[src/rtl/tv80_busgen_pkg.sv]
// Shared constants for the TV80 bus-strobe generator: cycle-class encodings,
// wait-counter width and the class decode used by the wait generator.
package tv80_busgen_pkg;

    localparam int WCNT_W = 3;

    typedef enum logic [2:0] {
        CLS_INTERNAL = 3'd0,
        CLS_FETCH    = 3'd1,
        CLS_INTA     = 3'd2,
        CLS_IO       = 3'd3,
        CLS_MEM      = 3'd4
    } cyc_class_e;

    function automatic cyc_class_e decode_class(
        input logic m1,
        input logic intcycle_n,
        input logic iorq,
        input logic write,
        input logic no_read
    );
        if (m1) begin
            return intcycle_n ? CLS_FETCH : CLS_INTA;
        end
        if (iorq) begin
            return CLS_IO;
        end
        if (write || !no_read) begin
            return CLS_MEM;
        end
        return CLS_INTERNAL;
    endfunction

endpackage

[src/rtl/tv80_busgen_waitgen.sv]
// Cycle-class decode and automatic wait-state counter. The counter is loaded
// in T1 and counts down through T2, holding the core in T2 until it empties.
module tv80_waitgen
    import tv80_busgen_pkg::*;
#(
    parameter int MEM_WAIT = 0,
    parameter int IO_WAIT  = 1,
    parameter int M1_WAIT  = 0
) (
    input  logic       clk,
    input  logic       reset_n,
    input  logic       m1,
    input  logic       intcycle_n,
    input  logic       iorq,
    input  logic       write,
    input  logic       no_read,
    input  logic       ts_t1,
    input  logic       ts_t2,
    input  logic       ext_wait_n,
    output cyc_class_e cls,
    output logic       core_wait_n,
    output logic       wait_active
);

    localparam logic [WCNT_W-1:0] MEM_N = WCNT_W'(MEM_WAIT);
    localparam logic [WCNT_W-1:0] IO_N  = WCNT_W'(IO_WAIT);
    localparam logic [WCNT_W-1:0] M1_N  = WCNT_W'(M1_WAIT);

    logic [WCNT_W-1:0] wcnt_q;
    logic [WCNT_W-1:0] wcnt_d;
    logic [WCNT_W-1:0] n_sel;

    assign cls = decode_class(m1, intcycle_n, iorq, write, no_read);

    always_comb begin
        n_sel = '0;
        case (cls)
            CLS_FETCH: n_sel = M1_N;
            CLS_INTA:  n_sel = IO_N;
            CLS_IO:    n_sel = IO_N;
            CLS_MEM:   n_sel = MEM_N;
            default:   n_sel = '0;
        endcase
    end

    // A T1 load always wins, so an aborted cycle never leaves stale waits behind.
    always_comb begin
        wcnt_d = wcnt_q;
        if (ts_t1) begin
            wcnt_d = n_sel;
        end else if (ts_t2 && (wcnt_q != '0)) begin
            wcnt_d = wcnt_q - WCNT_W'(1);
        end
    end

    always_ff @(posedge clk or negedge reset_n) begin
        if (!reset_n) begin
            wcnt_q <= '0;
        end else begin
            wcnt_q <= wcnt_d;
        end
    end

    assign core_wait_n = ext_wait_n & ((wcnt_q == '0) | ~ts_t2);
    assign wait_active = (wcnt_q != '0);

endmodule

[src/rtl/tv80_busgen.sv]
// Z80 bus-strobe generator: decodes core M/T state into negedge-registered
// MREQ/IORQ/RD/WR, adds automatic wait states and latches read data.
module tv80_busgen
    import tv80_busgen_pkg::*;
#(
    parameter int DW        = 8,
    parameter int T2WRITE   = 0,
    parameter int MEM_WAIT  = 0,
    parameter int IO_WAIT   = 1,
    parameter int M1_WAIT   = 0,
    parameter int RFSH_MREQ = 1
) (
    input  logic          clk,
    input  logic          reset_n,
    input  logic [6:0]    mc,
    input  logic [6:0]    ts,
    input  logic          intcycle_n,
    input  logic          no_read,
    input  logic          write,
    input  logic          iorq,
    input  logic          ext_wait_n,
    output logic          core_wait_n,
    input  logic [DW-1:0] di,
    output logic [DW-1:0] di_reg,
    output logic          mreq_n,
    output logic          iorq_n,
    output logic          rd_n,
    output logic          wr_n,
    output logic          wait_active
);

    cyc_class_e    cls;
    logic          mreq_n_q, iorq_n_q, rd_n_q, wr_n_q;
    logic          mreq_n_d, iorq_n_d, rd_n_d, wr_n_d;
    logic [DW-1:0] di_reg_q, di_reg_d;
    logic          wr_window;
    logic          unused_state_bits;

    assign unused_state_bits = ^{mc[6:1], ts[6:4]};

    tv80_waitgen #(
        .MEM_WAIT (MEM_WAIT),
        .IO_WAIT  (IO_WAIT),
        .M1_WAIT  (M1_WAIT)
    ) u_waitgen (
        .clk         (clk),
        .reset_n     (reset_n),
        .m1          (mc[0]),
        .intcycle_n  (intcycle_n),
        .iorq        (iorq),
        .write       (write),
        .no_read     (no_read),
        .ts_t1       (ts[0]),
        .ts_t2       (ts[1]),
        .ext_wait_n  (ext_wait_n),
        .cls         (cls),
        .core_wait_n (core_wait_n),
        .wait_active (wait_active)
    );

    // Early write asserts through T2 and stays low in T3 only while stalled.
    assign wr_window = (T2WRITE != 0) ? (ts[1] | (ts[2] & ~core_wait_n)) : ts[2];

    always_comb begin
        mreq_n_d = 1'b1;
        iorq_n_d = 1'b1;
        rd_n_d   = 1'b1;
        wr_n_d   = 1'b1;
        if ((cls == CLS_FETCH) || (cls == CLS_INTA)) begin
            if (ts[1] | ts[2]) begin
                rd_n_d   = ~intcycle_n;
                mreq_n_d = ~intcycle_n;
                iorq_n_d = intcycle_n;
            end else if (ts[3] && (cls == CLS_FETCH) && (RFSH_MREQ != 0)) begin
                mreq_n_d = 1'b0;
            end
        end else begin
            if ((ts[1] | ts[2]) && !no_read && !write) begin
                rd_n_d   = 1'b0;
                iorq_n_d = ~iorq;
                mreq_n_d = iorq;
            end
            if (write && wr_window) begin
                wr_n_d   = 1'b0;
                iorq_n_d = ~iorq;
                mreq_n_d = iorq;
            end
        end
    end

    always_ff @(negedge clk or negedge reset_n) begin
        if (!reset_n) begin
            mreq_n_q <= 1'b1;
            iorq_n_q <= 1'b1;
            rd_n_q   <= 1'b1;
            wr_n_q   <= 1'b1;
        end else begin
            mreq_n_q <= mreq_n_d;
            iorq_n_q <= iorq_n_d;
            rd_n_q   <= rd_n_d;
            wr_n_q   <= wr_n_d;
        end
    end

    assign di_reg_d = (ts[2] & core_wait_n) ? di : di_reg_q;

    always_ff @(posedge clk or negedge reset_n) begin
        if (!reset_n) begin
            di_reg_q <= '0;
        end else begin
            di_reg_q <= di_reg_d;
        end
    end

    assign mreq_n = mreq_n_q;
    assign iorq_n = iorq_n_q;
    assign rd_n   = rd_n_q;
    assign wr_n   = wr_n_q;
    assign di_reg = di_reg_q;

endmodule

[config.mk]
export PLATFORM = sky130hd
export DESIGN_NAME = tv80_busgen
export DESIGN_NICKNAME = d
export VERILOG_FILES = /design/src/rtl/tv80_busgen_pkg.sv /design/src/rtl/tv80_busgen_waitgen.sv /design/src/rtl/tv80_busgen.sv
export SDC_FILE = /design/constraint.sdc
export NUM_CORES = 1
export LEC_CHECK = 0
export CAP_MARGIN = 20
export CORE_MARGIN = 4
export CORE_UTILIZATION = 39
export DETAILED_ROUTE_END_ITERATION = 10
export GPL_ROUTABILITY_DRIVEN = 0
export PLACE_DENSITY = 0.91
export SLEW_MARGIN = 10
export SYNTH_ARGS = -nofsm -noshare
export SYNTH_HDL_FRONTEND = slang
export SYNTH_SLANG_ARGS = --single-unit
[constraint.sdc]
create_clock -name clk -period 2.4 [get_ports clk]
set_input_delay 0.24 -clock clk [delete_from_list [all_inputs] [get_ports clk]]
set_output_delay 0.24 -clock clk [all_outputs]
set_load 0.02 [all_outputs]
======== Yosys cells after proc, flatten, opt, wreduce, memory -nomap -nowiden ========
Cells that the tools add are included.
word-level totals
  register bits after elaboration ......... 15
  input port bits ......................... 29
  word-level logic and storage cells ...... 60
operators by class
  $add $sub $neg .......................... 1
  equal/unequal tests ..................... 3
  muxes and demuxes ....................... 30
  bitwise operators ....................... 7
  reductions and logical operators ........ 13
operators by type and width
  kind                 number
  $mux 3               8
  $mux 1               21
  $eq 3x2->1 const B   2
  $logic_and 1x1->1    5
  $eq 3x1->1 const B   1
  $logic_not 3->1      1
  $not 1->1            3
  $reduce_bool 3->1    1
  $sub 3x1->3 const B  1
  $and 1x1->1          2
  $logic_not 1->1      2
  $logic_or 1x1->1     2
  $mux 2               1
  $or 1x1->1           2
  $reduce_bool 2->1    1
  $reduce_or 2->1      1

======== Logic depth before layout (Yosys ltp) ========
Gate-level depths: netlist (run 1).
  depth after elaboration ................. 13
  gate-level depth with buffers ........... 6
  depth with buffers taken out ............ 5

======== Modules after synthesis ========
A second synthesis (run 1) with hierarchy kept.
unflattened totals
  cell total of the unflattened synthesis .. 60
  area, all modules ....................... 734.5 um^2
by module, submodules not included
  module        instances  cells each  area each (um^2)  seq. area each (um^2)
  tv80_busgen   1          38          519.2             305.3
  tv80_waitgen  1          22          215.2             75.1

==> results of run 1 <==
-- synthesized netlist by cell type (2+ instances only) --
cell	number	area (um2)
mux2_2	8	90.09
dfstp_2	4	105.1
nand3_1	2	10.01
nand2_1	2	7.510
dfrtp_1	11	275.3
nand2b_1	2	12.51
a21boi_0	2	15.01
ha_1	2	25.02
inv_1	4	15.01
nor2_1	4	15.01
-- layout make-up --
class / instances / area [um2]
inverter: 3 / 11.26
clock inverter: 5 / 45.04
fill: 120 / 581.8
tap: 25 / 31.28
multi-input combinational: 37 / 307.8
timing repair buffer: 37 / 365.4
clock buffer: 3 / 22.52
sequential: 15 / 380.4
-- worst register-to-register path: stages (launching register included) --
cell and delay, ns:
dfrtp_1 0.39, inv_1 0.11, ha_1 0.22, nand2b_4 0.10, a21oi_4 0.29, mux2_2 0.37
-- logic make-up (layout without fill, tap and decap cells) --
| family | count (synthesis) | after routing | synth area share (%) |
|---|---|---|---|
| mux | 8 | 8 | 12.52 |
| flops | 15 | 15 | 52.87 |
| compound gates | 12 | 12 | 14.26 |
| fa+ha+maj | 2 | 2 | 3.478 |
| simple gates | 15 | 15 | 12.52 |
| buf+inv | 6 | 48 | 4.346 |
-- power groups by stage --
stage	Sequential (mW)	Clock [mW]	Combinational, mW
after floorplan	0.380	0.0130	0.120
after global placement	0.328	0.0130	0.311
after detailed placement	0.332	0.0130	0.317
after CTS	0.329	0.286	0.321
after global routing	0.336	0.305	0.342
final	0.328	0.281	0.317
-- metal layers --
| metal | up-vias | share of wire (%) | wire [um] |
|---|---|---|---|
| met5 | - | 0 | 0 |
| met4 | 0 | 2.7 | 44 |
| met3 | 6 | 11 | 183 |
| met2 | 29 | 50 | 813 |
| met1 | 294 | 36 | 573 |
| li1 | 294 | - | - |
-- repair_timing --
action,4_1_cts,5_1_grt
setup endpoints to repair,4,4
hold endpoints to repair,0,0
resized for setup,24,0
-- worst max path at each step --
stage | from | endpoint | slack (ns) | cells past startpoint
floorplan | iorq_n | iorq_n | 0.41 | 0
global placement | mreq_n | mreq_n | -0.12 | 1
detailed placement | wr_n | wr_n | -0.12 | 1
CTS | rd_n | rd_n | -0.03 | 1
global route | rd_n | rd_n | -0.06 | 1
finish | rd_n | rd_n | -0.02 | 1
==> impl_results.md, run 1 <==
- Outcome: finished, violations left
- Failing checks: setup timing
- Final WL: between 1500 and 2000 um
- Area of the core: 1745 um2
- Total CTS buffers: 3
- Share of layout cells above drive strength 1: between 20 and 30%
- Pin count of the biggest net entering global routing: 12
- Antenna diode instance count: 0
- Clk pin slew, worst setup/hold paths: around 0.1 ns
- Port bufs: 33
- Gr busiest metal: met2
- Placement-stage cell area: roughly 1100 um2
- WP buf/inv: 1
- Mapped Avg Cell Area: 12.40 um2
- Ys Warns: 0
- Least-Margin Pin Slew: roughly 0.28 ns
- R2R Path End: di_reg[4]
- Routed Antenna Nets: 0
- CP max stage cell: dfstp_2
- Sw Pwr: around 270 uW
- Leakage: around 0.5 nW
- Setup TNS: -0.04298 ns
- Die W: 50.95 um
- Pwr/cell area: between 700 and 800 nW/um2
- Power Total: a little over 900 uW
- Final instance area: ~1200 um2
- GRT met2 Usage: between 20% and 30%
- Internal power: between 600 and 700 uW
- Clock share of power: between 30% and 40%
- Nets@finish: roughly 130
- Routed vias: 623
- Reg2Reg Depth: 5
- Wire per inst: 12.91 um
- Root Buffer: clkbuf_4
- CP endpoint kind: primary output
- Mapped Nets: a little under 90
- Worst rel slew slack: 81.45%
- Max Slew Vio Count: 0
- Hold Buf Count CTS: 0
- 1st-iter DRT viols: 8
- Peak VDD IR: 0.0006359 V
- RSZ-0062 raised after global routing: true
- Max reg flops: 8
- Initial antenna violation count: 0
- Final Hold Vio Count: 0
- Ports: 43
- CTS tree: built
- Post-place setup slack: -0.1237 ns
- Most frequent cells in the layout: clkdlybuf4s50_1 (29), dfrtp_1 (11), mux2_2 (8)
- Cells along the critical path: buf_6
- Sequential area share after synthesis: 52.87%
- Number of synthesized flops with an enable pin: 0
- CP Max Fanout: 1
- Final setup viols: 4
- Vias per cell: about 5
- Initial Utilization: between 40% and 50%
- DP HPWL: approximately 1300 um
- Post-synth top flop: dfrtp_1
- Cell family with most CP delay: flip-flops
- Setup crit start kind: flip-flop
- # rows: 15
- Initial DRT Pass Iterations: 2
- Sw Ratio: 29.56%
- Ys async rst share: 100.0%
- Layout area overhead: 61.74%
- Vias in the first global route: 650
- Worst reg2reg path startpoint: u_waitgen.wcnt_q[0]
- Syn Std Cell Area: roughly 720 um2
- Delay of the slowest critical-path stage: around 0.52 ns
- Tot GR Track Use: between 10% and 20%
- Commonest non-fill, non-tap cell in the layout: clkdlybuf4s50_1
- Core Util, Final: about 67%
- Flop pwr share: a little over a third
- Remaining design rule violation count: 0
- Synthesis-stage register bit count: 15
- Critical Path RT: about 2.2 ns
- M1 GR Usage: roughly an eighth
- Grt met3 use: under 10%
- Post-Layout Cell Count: 125
- Number of H-tree levels: 1
- Comb pwr share: around 34%
- Inst Count DP: ~120
- Mapped Cells: 58
- Final WS setup: -0.02061 ns
- Hold/Removal Path Class: in -> async
- Clock sinks: 15
- Flop-to-flop setup slack: between 0.8 and 0.9 ns
- Skew final: roughly 0.0036 ns
- Worst-skew pair later-pin latency: 0.29 ns
- CTS Buffer Depth: 2
- Chip height: 50.95 um
- Worst path arrival time: about 2.2 ns
- Die area: between 2000 and 3000 um2
- Gr ovfl total: 0
- First-pass GRT wire length: around 2600 um
- Netlist cell types: 27
- Worst Setup Path Type: reg -> out
- Setup bufs post-CTS: 0
- Max Cap Viol: 0
- Fin Hold WS: 0.4395 ns
Note: power is estimated with default switching activity, not from simulation.
==> inputs of run 2 (changes only) <==
- ABC_AREA: default -> 0
- TNS_END_PERCENT: default -> 30
==> results of run 2 <==
No change in the layout: final DEF, timing and power equal those of run 1.
